File: config.mk
export PLATFORM = sky130hd
export DESIGN_NAME = booth_mult_ctrl
export DESIGN_NICKNAME = d
export VERILOG_FILES = /design/src/rtl/booth_pkg.sv /design/src/rtl/booth_addsub.sv /design/src/rtl/booth_mult_ctrl.sv
export SDC_FILE = /design/constraint.sdc
export NUM_CORES = 1
export LEC_CHECK = 0
export ABC_AREA = 1
export ABC_CLOCK_PERIOD_IN_PS = 3700
export BUFFER_PORTS_ARGS = -buffer_cell sky130_fd_sc_hd__buf_2
export CAP_MARGIN = 25
export CORE_UTILIZATION = 55
export CTS_BUF_LIST = sky130_fd_sc_hd__clkbuf_8 sky130_fd_sc_hd__clkbuf_16
export CTS_CLUSTER_SIZE = 30
export DETAILED_ROUTE_END_ITERATION = 12
export MAX_ROUTING_LAYER = met4
export PLACE_DENSITY = 0.77
export REMOVE_ABC_BUFFERS = 1
export SYNTH_ARGS = -nofsm -noshare
export SYNTH_HDL_FRONTEND = slang
export SYNTH_SLANG_ARGS = --single-unit
File: constraint.sdc
create_clock -name clk -period 3.7 [get_ports clk]
set_input_delay 0.185 -clock clk [delete_from_list [all_inputs] [get_ports clk]]
set_output_delay 0.185 -clock clk [all_outputs]
set_load 0.005 [all_outputs]
File: src/rtl/booth_pkg.sv
// booth_pkg: shared state, add/sub control and Booth pair encodings
package booth_pkg;
  typedef enum logic [1:0] {IDLE, EVAL, SHIFT, DONE} state_t;
  localparam logic ALU_ADD = 1'b0;
  localparam logic ALU_SUB = 1'b1;
  localparam logic [1:0] PAIR_ADD = 2'b01;
  localparam logic [1:0] PAIR_SUB = 2'b10;
endpackage

File: src/rtl/booth_addsub.sv
// booth_addsub: registered modulo-2^N adder/subtractor
module booth_addsub #(
  parameter int N = 5
) (
  input  logic         clk,
  input  logic [N-1:0] a,
  input  logic [N-1:0] b,
  input  logic         ctrl,
  output logic [N-1:0] o
);
  always_ff @(posedge clk) o <= ctrl ? a - b : a + b;
endmodule

File: src/rtl/booth_mult_ctrl.sv
// booth_mult_ctrl: radix-2 Booth signed multiplier sequencer
module booth_mult_ctrl
  import booth_pkg::*;
#(
  parameter int W = 4
) (
  input  logic           clk,
  input  logic           rst,
  input  logic           start,
  input  logic [W-1:0]   mcand,
  input  logic [W-1:0]   mplier,
  output logic           busy,
  output logic           done,
  output logic [2*W-1:0] product
);
  localparam int CW = $clog2(W + 1);
  state_t state, state_n;
  logic [W:0] a_r, m_r, alu_o, a_nx;
  logic [W-1:0] q_r;
  logic q_1, op_pend, alu_ctrl;
  logic [CW-1:0] cnt;
  logic [1:0] pair;
  assign pair = {q_r[0], q_1};
  assign a_nx = op_pend ? alu_o : a_r;
  booth_addsub #(.N(W + 1)) u_addsub (
    .clk (clk),
    .a   (a_r),
    .b   (m_r),
    .ctrl(alu_ctrl),
    .o   (alu_o)
  );
  always_ff @(posedge clk) state <= rst ? IDLE : state_n;
  always_comb begin
    state_n = state == IDLE  ? (start ? EVAL : IDLE) :
              state == EVAL  ? SHIFT :
              state == SHIFT ? (cnt == CW'(1) ? DONE : EVAL) : IDLE;
  end
  always_comb begin
    busy     = state != IDLE;
    done     = state == DONE;
    alu_ctrl = pair == PAIR_SUB ? ALU_SUB : ALU_ADD;
  end
  always_ff @(posedge clk) begin
    if (rst) begin
      a_r     <= '0;
      q_r     <= '0;
      q_1     <= 1'b0;
      m_r     <= '0;
      cnt     <= '0;
      op_pend <= 1'b0;
      product <= '0;
    end else begin
      case (state)
        IDLE: if (start) begin
          a_r <= '0;
          q_r <= mplier;
          q_1 <= 1'b0;
          m_r <= {mcand[W-1], mcand};
          cnt <= CW'(W);
        end
        EVAL: op_pend <= pair == PAIR_ADD || pair == PAIR_SUB;
        SHIFT: begin
          // arithmetic shift of {A', Q, Q_1}; product takes the low 2W bits
          a_r <= {a_nx[W], a_nx[W:1]};
          q_r <= {a_nx[0], q_r[W-1:1]};
          q_1 <= q_r[0];
          cnt <= cnt - CW'(1);
          if (cnt == CW'(1)) product <= {a_nx, q_r[W-1:1]};
        end
        default: ;
      endcase
    end
  end
endmodule

==> results.md <==
* Status: complete, no violations
* CP startpoint kind: register
* Leak at 0.000851 uW
* Clock group share of total power at 0.423
* Post-synth cell types at 23
* Crit-path slowest cell: dfxtp_1
* Sequential share of the synthesized area at 0.423
* DR DRC count at 0
* Worst skew pair latency at between 0.2 and 0.3 ns
* Vias in the first global route at around 1.1k
* FMAX at between 0.5 and 0.6 GHz
* GPL Wtd Cong at about 0.8
* Fin nets at approximately 250
* Switch Pwr at ~230 uW
* Max incr delay on CP at between 0.3 and 0.4 ns
* Cell count after synthesis at just over 200
* Vias at about 1.3k
* RSZ-0062 raised after global routing: false
* PortBufs at 20
* CTS tree: yes
* Fin crit period at about 1.8 ns
* Clock Skews at approximately 0.0065 ns
* Combinational power share at 0.135
* Clock Sinks at 32
* Synth Cell Area at around 1500 um^2
* DP Worst Slack at around 1.9 ns
* Clk buf depth at 2
* Diodes inserted at 0
* Fraction of layout cells with a size suffix above 1 at 0.171
* H-Tree Depth at 2
* Antenna violation net count after detailed routing at 0
* Slew Viols, Final at 0
* Syn Area/Cell at ~7.4 um^2
* Die Wd at between 50 and 60 um
* Reg2reg setup slack at 1.91 ns
* CP Data Required Time at a little under 4 ns
* CTS Hold Bufs at 0
* Final WL at 2900 um
* Setup CP Type: reg -> reg
* Final setup viols at 0
* Placement Cell Area at 1610 um^2
* Largest net degree at the start of global routing at 20
* Initial antenna violation count at 0
* Routed len/inst at about 11 um
* Number of instances resized during post-cts repair at 0
* Sw Ratio at 0.254
* Row cnt at 18
* Worst Path Max Fanout at 5
* Clock slew at reported path FFs at about 0.070 ns
* Root Driver: clkbuf_8
* Number of synthesized register bits at 32
* Hpwl dp at approximately 2100 um
* # IOs at 21
* Final Cycle Share at 0.485
* Total congestion overflow at 0
* CORE AREA at approximately 2500 um^2
* P_int at between 600 and 700 uW
* DR iter-0 viols at 24
* First-pass detailed-route iteration total at 4
* Die height at roughly 54 um
* Fillcell total at approximately 230
* Syn. warnings at 0
* Fin cells at approximately 260
* Die Area at roughly 3000 um^2
* Setup Buffers After CTS at 0
* PD cells at approximately 510 nW/um^2
* Critical path cell sequence: ha_1 -> inv_1 -> a21oi_1 -> o21ai_0 -> nand2_1 -> ha_1 -> a21oi_1 -> nand2_1 -> xor2_1
* MaxCap Viol Count at 0
* Max IR drop VDD at approximately 0.34 mV
* Seq pwr share at 0.442
* Normalized max-slew margin at 0.645
* Setup TNS at 0 ns
* CP arrival at between 1.5 and 2 ns
* Dpl cells at 250
* Crit. End Element: register
* GRT Overall Usage at 0.239
* Avg Vias per Cell at about 5
* Cell area after layout at roughly 1700 um^2
* HP Class: in -> reg
* Initial Util at 0.595
* Wire length of the first global-routing pass at around 4700 um
* TritonCTS buffer count at 5
* Least-Margin Pin Slew at between 0.5 and 0.6 ns
* Area grow syn2layout at 14.8%
* Post-route setup slack at about 1.9 ns
* Final hold viol count at 0
## state kept, by name, summed over array words and instances, names as in the netlist
register,flops
op_pend,1
q_r,4
q_1,1
cnt,3
u_addsub.o,5
state,2
m_r,4
a_r,4
product,8
## per-stage QoR
step / power [uW] / util / hold slack (ns)
after global placement: 512 / 0.633 / 0.420
after floorplan: 486 / - / 0.254
after CTS: 890 / 0.683 / 0.129
final: 887 / 0.683 / 0.129
after global routing: 923 / 0.683 / 0.179
after detailed placement: 519 / 0.633 / 0.430
## cell type report
class                           count  area [um^2]  share of cell area
Inverter                           25          101              0.0583
Clock buffer                        7         96.3              0.0554
Multi-Input combinational cell    143          732               0.421
Sequential cell                    32          641               0.369
Clock inverter                      1         30.0              0.0173
Tap cell                           30         37.5              0.0216
Timing Repair Buffer               20          100              0.0576
## cell families after synthesis
logic type               count (synthesis)  share of synthesized area
AO/OA/AOI/OAI                           36                      0.121
XOR/XNOR                                 4                     0.0231
adder cells (fa/ha/maj)                  9                     0.0793
buffers and inverters                   29                     0.0934
flip-flops                              32                      0.423
AND/OR/NAND/NOR                         94                      0.259
## power groups by stage
stage,registers (uW),clock network [uW],logic [uW]
5_1_grt,395,390,138
6_report,392,375,120
4_1_cts,392,378,120
3_3_place_gp,399,0,113
2_1_floorplan,396,0,90.1
3_5_place_dp,400,0,119
## layout by cell type, fill, tap and decap left out, drive strengths merged
master and instances:
inv 24, xnor2 1, buf 20, or2 2, bufinv 1, dfxtp 32, clkbuf 7, ha 8
nand2 53, a21oi 15, o21ai 21, nand3 10, nor2 29, clkinv 1, xor2 3, fa 1
## cells in the mapped netlist (all sizes together)
library cell	instances	area [um^2]
nand3	10	50.1
buf	3	26.3
ha	8	100
nor2	29	109
or2	2	12.5
fa	1	20.0
clkbuf	1	13.8
a21oi	15	75.1
nand2	53	221
o21ai	21	109
dfxtp	32	641
inv	24	92.6
xor2	3	26.3
xnor2	1	8.76
clkinv	1	8.76
## final timing paths
path / endpoint / from / depth (start not counted)
worst max-delay path: u_addsub.o[3] / q_r[0] / 9
worst min-delay path: m_r[3] / mcand[3] / 3
worst max register to register: u_addsub.o[3] / q_r[0] / 9
worst min register to register: cnt[1] / cnt[1] / 2
## routing by layer
layer | GRT usage | routed length [um] | vias up
li1 | - | - | 686
met3 | 0.0861 | 148 | 5
met2 | 0.378 | 1410 | 33
met4 | 0.115 | 46 | 0
met5 | - | 0 | -
met1 | 0.267 | 1300 | 568
## critical path, delay by kind of cell, from the launching register on
| family | cells | cell delay [ns] |
|---|---|---|
| compound gates | 3 | 0.40 |
| xor+xnor | 1 | 0.13 |
| fa+ha+maj | 2 | 0.54 |
| buf+inv | 1 | 0.10 |
| flops | 1 | 0.36 |
| simple gates | 2 | 0.15 |
No activity file was read; power rests on OpenSTA's default activity.
